## src/rtl/multicycle_seq_ctrl.sv

```systemverilog
// Multi-cycle control sequencer: steps R/I/LOAD/STORE instructions
// through FETCH/DECODE/EXECUTE/MEM/WB with stall timeouts and a trap state.
module multicycle_seq_ctrl #(
   parameter int MEM_TIMEOUT = 16,
   parameter int CNT_W       = 32
) (
   input  logic             clk,
   input  logic             rst,
   input  logic             halt,
   input  logic [6:0]       opcode,
   input  logic [2:0]       funct3,
   input  logic             imem_ready,
   input  logic             dmem_ready,
   output logic             imem_req,
   output logic             ir_en,
   output logic             opnd_en,
   output logic             alu_en,
   output logic             dmem_req,
   output logic             dmem_rw,
   output logic [1:0]       whb,
   output logic             mem_to_reg,
   output logic             alu_src,
   output logic             reg_write,
   output logic             pc_en,
   output logic             trap,
   output logic [CNT_W-1:0] retired,
   output logic [2:0]       state
);

   localparam logic [2:0] S_FETCH   = 3'd0;
   localparam logic [2:0] S_DECODE  = 3'd1;
   localparam logic [2:0] S_EXECUTE = 3'd2;
   localparam logic [2:0] S_MEM     = 3'd3;
   localparam logic [2:0] S_WB      = 3'd4;
   localparam logic [2:0] S_TRAP    = 3'd7;

   localparam int TW = $clog2(MEM_TIMEOUT + 1);

   logic [2:0]    next_state;
   logic [TW-1:0] tcnt;
   logic          is_r;
   logic          is_i;
   logic          is_ld;
   logic          is_st;
   logic          legal;
   logic          req_wait;
   logic          expired;

   // Instruction class decode, plus "a request is outstanding without ready"
   always_comb begin
      is_r     = (opcode == 7'b0110011);
      is_i     = (opcode == 7'b0010011);
      is_ld    = (opcode == 7'b0000011);
      is_st    = (opcode == 7'b0100011);
      legal    = is_r | is_i
               | ((is_ld | is_st) & (funct3[1:0] != 2'b11));
      req_wait = ((state == S_FETCH) & ~halt & ~imem_ready)
               | ((state == S_MEM) & ~dmem_ready);
      expired  = req_wait & (tcnt == TW'(MEM_TIMEOUT - 1));
   end

   // State register
   always_ff @(posedge clk or posedge rst) begin
      if (rst) state <= S_FETCH;
      else     state <= next_state;
   end

   // Next-state logic; a ready in the expiry cycle wins over the timeout
   always_comb begin
      next_state = state;
      unique case (state)
         S_FETCH: begin
            if (~halt & imem_ready) next_state = S_DECODE;
            else if (expired)       next_state = S_TRAP;
         end
         S_DECODE:  next_state = legal ? S_EXECUTE : S_TRAP;
         S_EXECUTE: next_state = (is_ld | is_st) ? S_MEM : S_WB;
         S_MEM: begin
            if (dmem_ready)   next_state = is_st ? S_FETCH : S_WB;
            else if (expired) next_state = S_TRAP;
         end
         S_WB:      next_state = S_FETCH;
         S_TRAP:    next_state = S_TRAP;
         default:   next_state = S_TRAP;
      endcase
   end

   // Output decode; FETCH requests are masked while reset is held
   always_comb begin
      imem_req   = 1'b0;
      ir_en      = 1'b0;
      opnd_en    = 1'b0;
      alu_en     = 1'b0;
      dmem_req   = 1'b0;
      dmem_rw    = 1'b0;
      whb        = 2'b00;
      mem_to_reg = 1'b0;
      alu_src    = 1'b0;
      reg_write  = 1'b0;
      pc_en      = 1'b0;
      trap       = 1'b0;
      unique case (state)
         S_FETCH: begin
            imem_req = ~halt & ~rst;
            ir_en    = ~halt & ~rst & imem_ready;
         end
         S_DECODE:  opnd_en = legal;
         S_EXECUTE: begin
            alu_en  = 1'b1;
            alu_src = ~is_r;
         end
         S_MEM: begin
            dmem_req = 1'b1;
            dmem_rw  = is_st;
            whb      = funct3[1:0];
            alu_src  = ~is_r;
            pc_en    = is_st & dmem_ready;
         end
         S_WB: begin
            reg_write  = 1'b1;
            pc_en      = 1'b1;
            mem_to_reg = is_ld;
            whb        = is_ld ? funct3[1:0] : 2'b00;
            alu_src    = ~is_r;
         end
         S_TRAP:    trap = 1'b1;
         default:   trap = 1'b1;
      endcase
   end

   // Stall timeout counter: counts unanswered request cycles in one state
   always_ff @(posedge clk or posedge rst) begin
      if (rst)                                  tcnt <= '0;
      else if (next_state != state || !req_wait) tcnt <= '0;
      else                                      tcnt <= tcnt + 1'b1;
   end

   // Retired-instruction counter, one step per PC advance, free wrapping
   always_ff @(posedge clk or posedge rst) begin
      if (rst)        retired <= '0;
      else if (pc_en) retired <= retired + 1'b1;
   end

endmodule

```

## config.mk

```make
export PLATFORM = sky130hd
export DESIGN_NAME = multicycle_seq_ctrl
export DESIGN_NICKNAME = d
export VERILOG_FILES = /design/src/rtl/multicycle_seq_ctrl.sv
export SDC_FILE = /design/constraint.sdc
export NUM_CORES = 1
export LEC_CHECK = 0
export ABC_AREA = 1
export BUFFER_PORTS_ARGS = -buffer_cell sky130_fd_sc_hd__buf_2
export CORE_ASPECT_RATIO = 0.9
export CORE_MARGIN = 1
export CORE_UTILIZATION = 45
export CTS_BUF_LIST = sky130_fd_sc_hd__clkbuf_8
export CTS_CLUSTER_DIAMETER = 80
export DETAILED_ROUTE_END_ITERATION = 8
export PLACE_DENSITY = 0.71
export SLEW_MARGIN = 20
export SYNTH_ARGS = -nofsm -noshare
export SYNTH_HDL_FRONTEND = slang
export SYNTH_SLANG_ARGS = --single-unit
export TNS_END_PERCENT = 10
```

## constraint.sdc

```tcl
create_clock -name clk -period 1.5 [get_ports clk]
set_input_delay 0.15 -clock clk [delete_from_list [all_inputs] [get_ports clk]]
set_output_delay 0.15 -clock clk [all_outputs]
set_load 0.01 [all_outputs]
```

* Yosys cells after proc, flatten, opt, wreduce, memory -nomap -nowiden *
Index checks and enable logic that the tools add are counted.

cells by class
  add/sub/neg operators = 2
  $mul = 0
  divide/modulo/power cells = 0
  order comparisons = 0
  eq/ne operators = 11
  shift operators = 0
  multiplexer cells = 21
  bitwise logic cells = 18
  reductions and logical operators = 5

operator list
  operator               number
  $add 32x1->32 const B  1
  $mux 3                 6
  $pmux 3 s5             1
  $eq 7x6->1 const B     2
  $mux 1                 10
  $and 1x1->1            9
  $eq 7x2->1 const B     1
  $eq 7x5->1 const B     1
  $eq 3x2->1 const B     2
  $add 5x1->5 const B    1
  $eq 5x4->1 const B     1
  $mux 5                 1
  $not 1->1              5
  $reduce_or 5->1        1
  $or 1x1->1             4
  $pmux 2 s2             1
  $eq 3x1->1 const B     1
  $eq 3x3->1 const B     1
  $logic_not 3->1        1
  $ne 3x3->1             1
  $reduce_or 3->1        1
  $mux 2                 1
  $ne 2x2->1 const B     1
  $pmux 1 s2             1
  2 further kinds        2

word-level totals
  register bits after elaboration = 40
  latch bits = 0
  RAM bits = 0
  ROM bits = 0
  word-level logic and storage cells = 60
  memories kept = 0

* Logic depth before layout (Yosys ltp) *
Gate-level depths: netlist of the first run.

  depth in word-level cells = 11
  gate-level depth with buffers = 10

* Worst setup path before layout of the first run *
OpenSTA, ideal clock, no wires.

  path kind = reg-to-output
  start point = register state[1]
  end point = output whb[0]
  arrival time = 1,423 ps
  data required time = 1,350 ps
  slack = -73 ps
  stages on the path, launching flop included = 8
  buffers on the path = 0
  path through = dfrtp_1 > nor2_2 > inv_1 > nor2_2 > inv_2 > nor3_2 > nor2_1 > nor2_1

on the way
  longest elaborated chain between the ends = 2
  elaborated cells between the ends (all ways) = 3
  classes of those cells = 2 x eq/ne; 1 x mux

ends and longest elaborated chain
  what                                      line  source
  start: declaration                        27    output logic [2:0] state
  start signal: assignment                  65    else state <= next_state;
  $eq 3x3->1 or $eq 3x2->1 (tied branches)  102   unique case (state)
  $pmux 2 s2 (*)                            102
  end: declaration                          20    output logic [1:0] whb,

Every way passes the cells marked *; elsewhere a longest branch is shown, timed or not.

* Final worst setup path of the first run *
Same ends and word-level chain as after synthesis.

==> results of run 1 <==
metal layers:
layer,routed length [um],up-vias,GRT usage
met5,0,-,0
met4,153,0,0.0805
met3,312,18,0.0444
met2,3880,63,0.427
met1,3530,1416,0.327
li1,-,1482,-
state kept, by name, summed over array words and instances (netlist names):
register  flops
tcnt          5
state         3
retired      32
kinds of logic after synthesis:
kind of cell / synth area share
XOR/XNOR: 0.0477
flip-flops: 0.367
adder cells (fa/ha/maj): 0.0138
AND/OR/NAND/NOR: 0.463
buffers and inverters: 0.0880
AO/OA/AOI/OAI: 0.0211
timing repair:
item | CTS | global route
gates resized for setup | 9 | 38
setup endpoints to repair | 16 | 43
setup buffers | 3 | 9
pin swaps | 2 | 5
through the flow:
step	hold slack, ps	instance area (um^2)
detailed placement	337	3330
global route	70.0	3700
finish	3.48	3700
global placement	326	3330
CTS	12.5	3510
floorplan	327	2750
report_power, final:
group          internal (uW)  switching (uW)
combinational           19.4            48.7
sequential              1080               0
clock                    588             406
path summary, 6_finish.rpt:
path                             start           to  slack (ps)  cells after the start
min                                rst   retired[8]           3                      3
max reg2reg                   state[0]   retired[3]        -150                     10
max in group asynchronous          rst     state[2]        1110                      3
max                           state[1]       whb[0]        -210                      8
min in group clk                  halt     state[0]         250                      4
min reg2reg                retired[31]  retired[31]         530                      2
critical path, stage by stage (launching register included):
cell	delay [ps]
dfrtp_1	420
nor2_2	150
inv_2	50
nor2_4	110
inv_4	60
nor3_4	190
nor2_2	70
nor2_2	90
buf_2	120
placed cells by master, fill, tap and decap left out, types with 7 or more instances in the layout:
cell,instances
nand2_2,9
nor2_2,9
buf_2,60
clkbuf_8,7
nor2_1,47
buf_4,35
dfrtp_1,38
inv_1,42
xor2_1,10
inv_2,7
nand3_1,22
nand2_1,158
nand3b_1,7
nor3_2,10
nor3_1,7
o21ai_1,7
final cells by class:
cell class,count,area share
multi-input combinational,317,0.441
sequential,40,0.271
timing repair buffer,101,0.176
inverter,51,0.0544
clock buffer,7,0.0260
tap,70,0.0236
clock inverter,1,0.00811
==> results by group, run 1 <==
Synth
  – Syn Nets: 431
  – Most instantiated cells after synthesis: 165 x nand2_1, 54 x nor2_1, 45 x inv_1, 40 x dfrtp_1, 22 x nand3_1
  – Yosys cell types: 26
  – Ranking of synthesized cells by area: dfrtp_1 37%, nand2_1 23%, nor2_1 7.4%, inv_1 6.2%, nand3_1 4.0%
  – Top FF cell, synth: dfrtp_1
  – Post-Synthesis Cells: around 410
  – Most numerous cell in the Yosys netlist: nand2_1
  – Register area share after synthesis: 0.367
  – EDFF count, synth: 0
  – Ys async rst share: 1.00
  – Dominant cell type by area after synthesis: dfrtp_1
  – Area share of the largest cell type after synthesis: 0.367
  – Synthesized area per cell: roughly 6.6 um^2
  – Yosys reg bits: 40
  – Ys Warns: 0
  – Mapped cell area: 0.00273 mm^2

Clocking
  – Clock slew at reported path FFs: approximately 90 ps
  – Root buf cell: clkbuf_8
  – H-tree levels: 2
  – Clock Latency Late Sink: 300 ps
  – Clk buf depth: 2
  – Clk sink count: 40
  – Num CTS Buffers: 5
  – Post-CTS Hold Fix Bufs: 0
  – CTS tree: yes

Drt
  – Drt wl/cell: approximately 13 um
  – Remaining DRCs: 8
  – Detail Route Antenna Nets: 0
  – Routed vias/inst: just over 5
  – Final WL: slightly below 8000 um
  – Routed vias: 2979
  – 1st-pass router iterations: 6
  – DRT iter0 DRCs: 180

Place
  – Worst slack, placed: -17.7 ps
  – Cell count after placement: 569
  – IO buf count: 61
  – RD Place Congestion: between 0.8 and 0.9
  – DP HPWL: 5740 um

Worst setup path
  – Endpoint class of the critical path: output pin
  – CP required: between 1000 and 1500 ps
  – Worst Setup Start Kind: flip-flop
  – CP Data Arrival Time: roughly 1600 ps
  – WS Path Type: flip-flop to output pin
  – Crit path max fanout: 3

Worst hold path
  – Worst hold-check path type: primary input to asynchronous set/reset pin

Die
  – Initial Util: 0.474
  – Num ports: 63
  – Die width: ~84 um
  – Die area: about 0.0064 mm^2
  – Placement Rows: 26
  – Die height: roughly 76 um
  – Core area: roughly 0.0058 mm^2

Timing
  – Skew final: 13.6 ps
  – RSZ-0062 raised after global routing: true
  – Max Slew Vio Count: 0
  – Fin crit share: 1.14
  – Slew Limit Headroom: 0.651
  – Worst slew pin tran: 524 ps
  – Hold Vio Cnt, Final: 0
  – Final setup violation count: 34
  – FMAX: roughly 600 MHz
  – Final min period: 1710 ps
  – Setup TNS: -1680 ps
  – Setup ws final: -212 ps

Global routing
  – GRT Util Overall: 0.249
  – GR Overflow Total: 0
  – Largest net degree at the start of global routing: between 40 and 50
  – Antenna violations before repair: 0
  – First-pass GRT wire length: about 12000 um
  – Vias in the first global route: about 2700

Cells and area
  – Area growth from synthesis to layout: 35.7%
  – Multi-input gate area: 0.00163 mm^2
  – Antenna cells: 0
  – Reg area: between 0.001 and 0.0015 mm^2
  – Layout cell share with drive strength beyond 1: 0.315
  – Final non-filler cell total: ~590
  – Fill count: ~500
  – Final net count: between 500 and 600
  – Post-layout util: 0.643

Run
  – Number of max-cap violations: 0

Power
  – Max VDD drop: ~500 uV
  – Pwr/cell area: approximately 580 mW/mm^2
  – Static Leak: a little under 0.002 uW
  – Overall power: 2140 uW

Outcome
  – Status: finished, violations left
  – Failing checks: DRC, setup timing
Power figures use the tool's default switching activity.
==> inputs of run 2 (changes only) <==
- BUFFER_PORTS_ARGS: -buffer_cell sky130_fd_sc_hd__buf_2 -> -buffer_cell sky130_fd_sc_hd__buf_4
==> run 2 against run 1 <==
The flow still finishes with violations (DRC, setup timing); maximum frequency decreased by 1.1%; clock skew decreased by 6.5 ps; cell count grew 0.17%; sequential cell count stayed put; largest cell class unchanged.
==> results by group, run 2 (same netlist as run 1, synthesis figures left out) <==
Drt
  – 1st-pass router iterations: 6 (unchanged)
  – Routed vias/inst: 4.98 (was 5.07)
  – Detail Route Antenna Nets: 0 (unchanged)
  – Remaining DRCs: 9 (was 8)
  – Final WL: 7780 um (was 7880 um)
  – Drt wl/cell: 13.2 um (was 13.4 um)
  – Routed vias: 2930 (was 2979)
  – DRT iter0 DRCs: 196 (was 180)

Worst hold path
  – Worst hold-check path type: primary input to asynchronous set/reset pin (unchanged)

Die
  – Core area: 0.00576 mm^2 (unchanged)
  – Die area: 0.00638 mm^2 (unchanged)
  – Die height: 75.9 um (unchanged)
  – Initial Util: 0.474 (unchanged)
  – Placement Rows: 26 (unchanged)
  – Num ports: 63 (unchanged)
  – Die width: 84.1 um (unchanged)

Power
  – Clock network fraction of total power: 0.459 (was 0.465)
  – Pwr/cell area: 547 mW/mm^2 (was 577 mW/mm^2)
  – Max VDD drop: 553 uV (was 501 uV)
  – Pint: 1690 uW (was 1680 uW)
  – Reg power frac: 0.506 (was 0.504)
  – Switching part of the total: 0.205 (was 0.213)
  – Overall power: 2130 uW (was 2140 uW)
  – Static Leak: 0.00196 uW (was 0.00195 uW)
  – Logic pwr share: 0.035 (was 0.032)
  – Psw: 436 uW (was 455 uW)

Run
  – Number of max-cap violations: 0 (unchanged)

Cells and area
  – Commonest non-fill, non-tap cell in the layout: nand2_1 (unchanged)
  – Antenna cells: 0 (unchanged)
  – Final net count: 535 (was 534)
  – Layout cell share with drive strength beyond 1: 0.338 (was 0.315)
  – Area growth from synthesis to layout: 42.6% (was 35.7%)
  – Most frequent cells in the layout: 158 x nand2_1, 96 x buf_4, 43 x inv_1 (was 158 x nand2_1, 60 x buf_2, 47 x nor2_1)
  – Number of flip-flops in the largest register: 32 (unchanged)
  – Final non-filler cell total: 588 (was 587)
  – Top flop regs: retired (32), tcnt (5), state (3) (unchanged)
  – Post-layout util: 0.676 (was 0.643)
  – Largest Register: retired (unchanged)

Timing
  – Setup ws final: -232 ps (was -212 ps)
  – Slew Limit Headroom: 0.662 (was 0.651)
  – RSZ-0062 raised after global routing: true (unchanged)
  – Hold Worst Slack: 5.01 ps (was 3.48 ps)
  – Skew final: 7.06 ps (was 13.6 ps)
  – Worst slew pin tran: 507 ps (was 524 ps)
  – Final min period: 1730 ps (was 1710 ps)
  – FMAX: 577 MHz (was 584 MHz)
  – Fin crit share: 1.15 (was 1.14)
  – Hold Vio Cnt, Final: 0 (unchanged)
  – Final setup violation count: 11 (was 34)
  – Max Slew Vio Count: 0 (unchanged)

Clocking
  – Post-CTS Hold Fix Bufs: 0 (unchanged)
  – Clk buf depth: 2 (unchanged)
  – Clock slew at reported path FFs: 80 ps (was 90 ps)
  – CTS tree: yes (unchanged)
  – Clock Latency Late Sink: 300 ps (about the same)
  – Clk sink count: 40 (unchanged)
  – Num CTS Buffers: 5 (unchanged)
  – Root buf cell: clkbuf_8 (unchanged)
  – H-tree levels: 2 (unchanged)

Place
  – IO buf count: 61 (unchanged)
  – Cell count after placement: 572 (was 569)
  – DP HPWL: 5890 um (was 5740 um)
  – RD Place Congestion: 0.891 (was 0.879)

Worst setup path
  – WS Path Type: flip-flop to output pin (unchanged)
  – CP required: 1350 ps (about the same)
  – Endpoint class of the critical path: output pin (unchanged)
  – Crit path max fanout: 4 (was 3)
  – Worst Setup Start Kind: flip-flop (unchanged)
  – CP Data Arrival Time: 1580 ps (was 1560 ps)
  – Reg2Reg Depth: 8 (was 10)

Outcome
  – Status: finished, violations left (unchanged)
  – Failing checks: DRC, setup timing (unchanged)

Global routing
  – GR Overflow Total: 0 (unchanged)
  – Largest net degree at the start of global routing: 41 (unchanged)
  – GRT Util Overall: 0.253 (was 0.249)
  – Antenna violations before repair: 0 (unchanged)
  – Vias in the first global route: 2763 (was 2659)
  – First-pass GRT wire length: 12600 um (was 12400 um)
run 2: worst paths after layout:
path	start	to	slack, ps
hold / removal	rst	state[0]	5
setup reg to reg	retired[1]	retired[8]	-60
hold reg to reg	tcnt[0]	tcnt[0]	540
min in group clk	halt	state[0]	220
max in group asynchronous	rst	retired[21]	1120
setup / recovery	state[0]	whb[0]	-230
run 2: stage by stage:
stage | cell area, um^2 | setup slack [ps] | TNS (ps)
after floorplan | 2750 | 16.7 | 0
after global placement | 3500 | 16.8 | 0
after detailed placement | 3500 | -30.9 | -125
after CTS | 3740 | -215 | -1030
after global routing | 3890 | -305 | -3080
final | 3890 | -232 | -1070
run 2: worst max-delay path, cell delays in order, from the launching register on:
cell and delay (ps):
dfrtp_2 450, nor2_4 130, inv_2 50, nor2_4 110
inv_4 60, nor3_4 180, nor2_2 80, nor2_2 110
buf_4 120
run 2: layer usage:
layer  vias up  share of wire  track usage
met3        15          0.040       0.0358
met5         -              0            0
met1      1361           0.46        0.335
li1       1489              -            -
met2        65           0.48        0.441
met4         0          0.016       0.0690
run 2: power by group through the flow:
stage	Sequential [uW]	Clock (uW)	Combinational, uW
floorplan	1100	0	31.2
CTS	1080	982	77.4
global route	1080	1020	86.0
finish	1080	977	75.5
detailed placement	1100	0	75.8
global placement	1100	0	72.6
run 2: layout make-up:
type	instances	area, um^2
clock buffers	7	96.3
well taps	70	87.6
inverters	51	199
clock inverters	1	30.0
repair buffers	102	806
multi-input cells	317	1670
fillers	495	1870
flip-flops and latches	40	1010
run 2: what timing repair did:
action                                  4_1_cts  5_1_grt
setup buffers                                 6        2
endpoints found under the setup margin       21       46
pin swaps                                     2        5
cloned                                        0        0
resized for setup                            18       39
==> inputs of run 3 (changes only) <==
- SETUP_SLACK_MARGIN: default -> 0.05
==> run 3 against run 2 <==
The run still ends with DRC, setup timing left; cell count unchanged; global-route usage is 0.13 points lower; first-iteration DRC count is 19% lower; count of clock-buffer cells in the layout shrank 1; sequential power about the same; critical path type unchanged; critical endpoint is now opnd_en; largest power group unchanged; highest routed layer unchanged.
==> results by group, run 3 (same netlist as run 1, synthesis figures left out) <==
Drt
  – Routed vias/inst: 5.04 (was 4.98)
  – Remaining DRCs: 6 (was 9)
  – 1st-pass router iterations: 6 (unchanged)
  – Detail Route Antenna Nets: 0 (unchanged)
  – Final WL: 7690 um (was 7780 um)
  – DRT iter0 DRCs: 159 (was 196)
  – Routed vias: 2962 (was 2930)
  – Drt wl/cell: 13.1 um (was 13.2 um)
  – Metal3 WL: 267 um (was 309 um)
  – WL met1: 3630 um (was 3610 um)
  – DR WL met2: 3710 um (was 3740 um)
  – Highest Signal Layer: met4 (unchanged)

Cells and area
  – Commonest non-fill, non-tap cell in the layout: nand2_1 (unchanged)
  – Final non-filler cell total: 588 (unchanged)
  – Final Cell Area: 0.00388 mm^2 (was 0.00389 mm^2)
  – Number of flip-flops in the largest register: 32 (unchanged)
  – Final net count: 535 (unchanged)
  – Top flop regs: retired (32), tcnt (5), state (3) (unchanged)
  – Most frequent cells in the layout: 156 x nand2_1, 97 x buf_4, 44 x inv_1 (was 158 x nand2_1, 96 x buf_4, 43 x inv_1)
  – Largest Register: retired (unchanged)
  – Antenna cells: 0 (unchanged)
  – Area growth from synthesis to layout: 42.3% (was 42.6%)
  – Layout cell share with drive strength beyond 1: 0.344 (was 0.338)
  – Post-layout util: 0.675 (was 0.676)

Timing
  – Setup TNS: -1350 ps (was -1070 ps)
  – Fin crit share: 1.15 (about the same)
  – RSZ-0062 raised after global routing: true (unchanged)
  – Max Slew Vio Count: 0 (unchanged)
  – Final min period: 1730 ps (about the same)
  – Final setup violation count: 18 (was 11)
  – FMAX: 579 MHz (was 577 MHz)
  – Hold Vio Cnt, Final: 0 (unchanged)
  – Setup ws final: -228 ps (was -232 ps)
  – Worst slew pin tran: 502 ps (was 507 ps)
  – Slew Limit Headroom: 0.665 (was 0.662)
  – Skew final: 9.04 ps (was 7.06 ps)

Clocking
  – Clk buf depth: 2 (unchanged)
  – Num CTS Buffers: 5 (unchanged)
  – Post-CTS Hold Fix Bufs: 0 (unchanged)
  – Clock slew at reported path FFs: 70 ps (was 80 ps)
  – Clk sink count: 40 (unchanged)
  – CTS tree: yes (unchanged)
  – Clock Latency Late Sink: 290 ps (was 300 ps)
  – Root buf cell: clkbuf_8 (unchanged)
  – H-tree levels: 2 (unchanged)

Global routing
  – First-pass GRT wire length: 12600 um (about the same)
  – GR Overflow Total: 0 (unchanged)
  – Vias in the first global route: 2767 (was 2763)
  – GRT Util Overall: 0.251 (was 0.253)
  – Antenna violations before repair: 0 (unchanged)
  – Largest net degree at the start of global routing: 41 (unchanged)

Worst setup path
  – R2R Setup Slk: -40 ps (was -60 ps)
  – Slowest stage delay, CP: 440 ps (was 450 ps)
  – CP required: 1350 ps (about the same)
  – WS Path Type: flip-flop to output pin (unchanged)
  – CP Data Arrival Time: 1580 ps (about the same)
  – Most frequent CP cell: buf_4
  – Buf+Inv Stages, Crit Path: 4 (was 3)
  – Crit-path slowest cell: dfrtp_2 (unchanged)
  – Top cell family by delay on the critical path: buffers and inverters (was simple AND/OR/NAND/NOR gates)
  – Endpoint class of the critical path: output pin (unchanged)
  – Crit path max fanout: 3 (was 4)
  – Critical path, cell by cell: buf_4 -> buf_4 -> nor3_1 -> inv_1 -> nor2_1 -> buf_4 (was nor2_4 -> inv_2 -> nor2_4 -> inv_4 -> nor3_4 -> nor2_2 -> nor2_2 -> buf_4)
  – Worst Setup Start Kind: flip-flop (unchanged)

Die
  – Die width: 84.1 um (unchanged)
  – Die area: 0.00638 mm^2 (unchanged)
  – Num ports: 63 (unchanged)
  – Die height: 75.9 um (unchanged)
  – Placement Rows: 26 (unchanged)
  – Initial Util: 0.474 (unchanged)
  – Core area: 0.00576 mm^2 (unchanged)

Power
  – Static Leak: 0.00195 uW (was 0.00196 uW)
  – Max VDD drop: 446 uV (was 553 uV)
  – Pwr/cell area: 486 mW/mm^2 (was 547 mW/mm^2)

Place
  – DP HPWL: 5720 um (was 5890 um)
  – Cell count after placement: 571 (was 572)
  – Placed Area: 0.00349 mm^2 (was 0.00350 mm^2)
  – RD Place Congestion: 0.948 (was 0.891)
  – IO buf count: 61 (unchanged)

Outcome
  – Status: finished, violations left (unchanged)
  – Failing checks: DRC, setup timing (unchanged)

Run
  – Number of max-cap violations: 0 (unchanged)

Worst hold path
  – Worst hold-check path type: primary input to asynchronous set/reset pin (unchanged)
run 3: changes by cell type in the layout (fill, tap and decap cells not counted), sizes merged:
| cell | previous run | this run |
|---|---|---|
| bufinv | 1 | 0 |
| inv | 51 | 53 |
| clkbuf | 7 | 6 |
run 3: metal layers:
layer  up-vias  GRT usage
met5         -          0
met4         0     0.0460
met3        10     0.0390
met2        53      0.435
met1      1402      0.342
li1       1497          -
run 3: per-stage QoR:
| stage | hold WS [ps] | setup WS, ps | power, uW |
|---|---|---|---|
| 2_1_floorplan | 327 | 45.1 | 1130 |
| 3_3_place_gp | 327 | -6.71 | 1170 |
| 3_5_place_dp | 341 | -44.9 | 1180 |
| 4_1_cts | 32.6 | -211 | 1900 |
| 5_1_grt | 73.0 | -286 | 1950 |
| 6_report | 7.92 | -228 | 1890 |
run 3: worst paths after layout:
path,start,endpoint,depth (start not counted)
max,state[1],opnd_en,6
min,rst,state[0],3
max reg2reg,state[1],retired[14],8
min reg2reg,retired[31],retired[31],2
max in group asynchronous,rst,state[1],3
min in group clk,halt,state[0],4
run 3: report_power, final:
part	internal [uW]	switching, uW
registers	1080	0
logic	29.8	47.2
clock network	362	370
total	1470	418
run 3: repair_timing:
item	in CTS	in global routing
setup buffers	4	5
pin swaps	7	6
endpoints found under the hold margin	0	0
resized for setup	22	45
endpoints found under the setup margin	37	50
run 3: worst register-to-register path: stages, from the launching register on:
cell,delay [ps]
dfrtp_2,410
buf_6,110
nand2_2,60
nor2_4,170
nand4_2,150
nand2_4,130
buf_12,150
nand3_1,100
xor2_1,150
run 3: cell type report:
class | count | area (um^2)
Inverter | 51 | 199
Fill cell | 493 | 1870
Sequential cell | 40 | 1010
Clock inverter | 2 | 7.51
Clock buffer | 6 | 82.6
Tap cell | 70 | 87.6
Timing Repair Buffer | 102 | 806
Multi-Input combinational cell | 317 | 1690
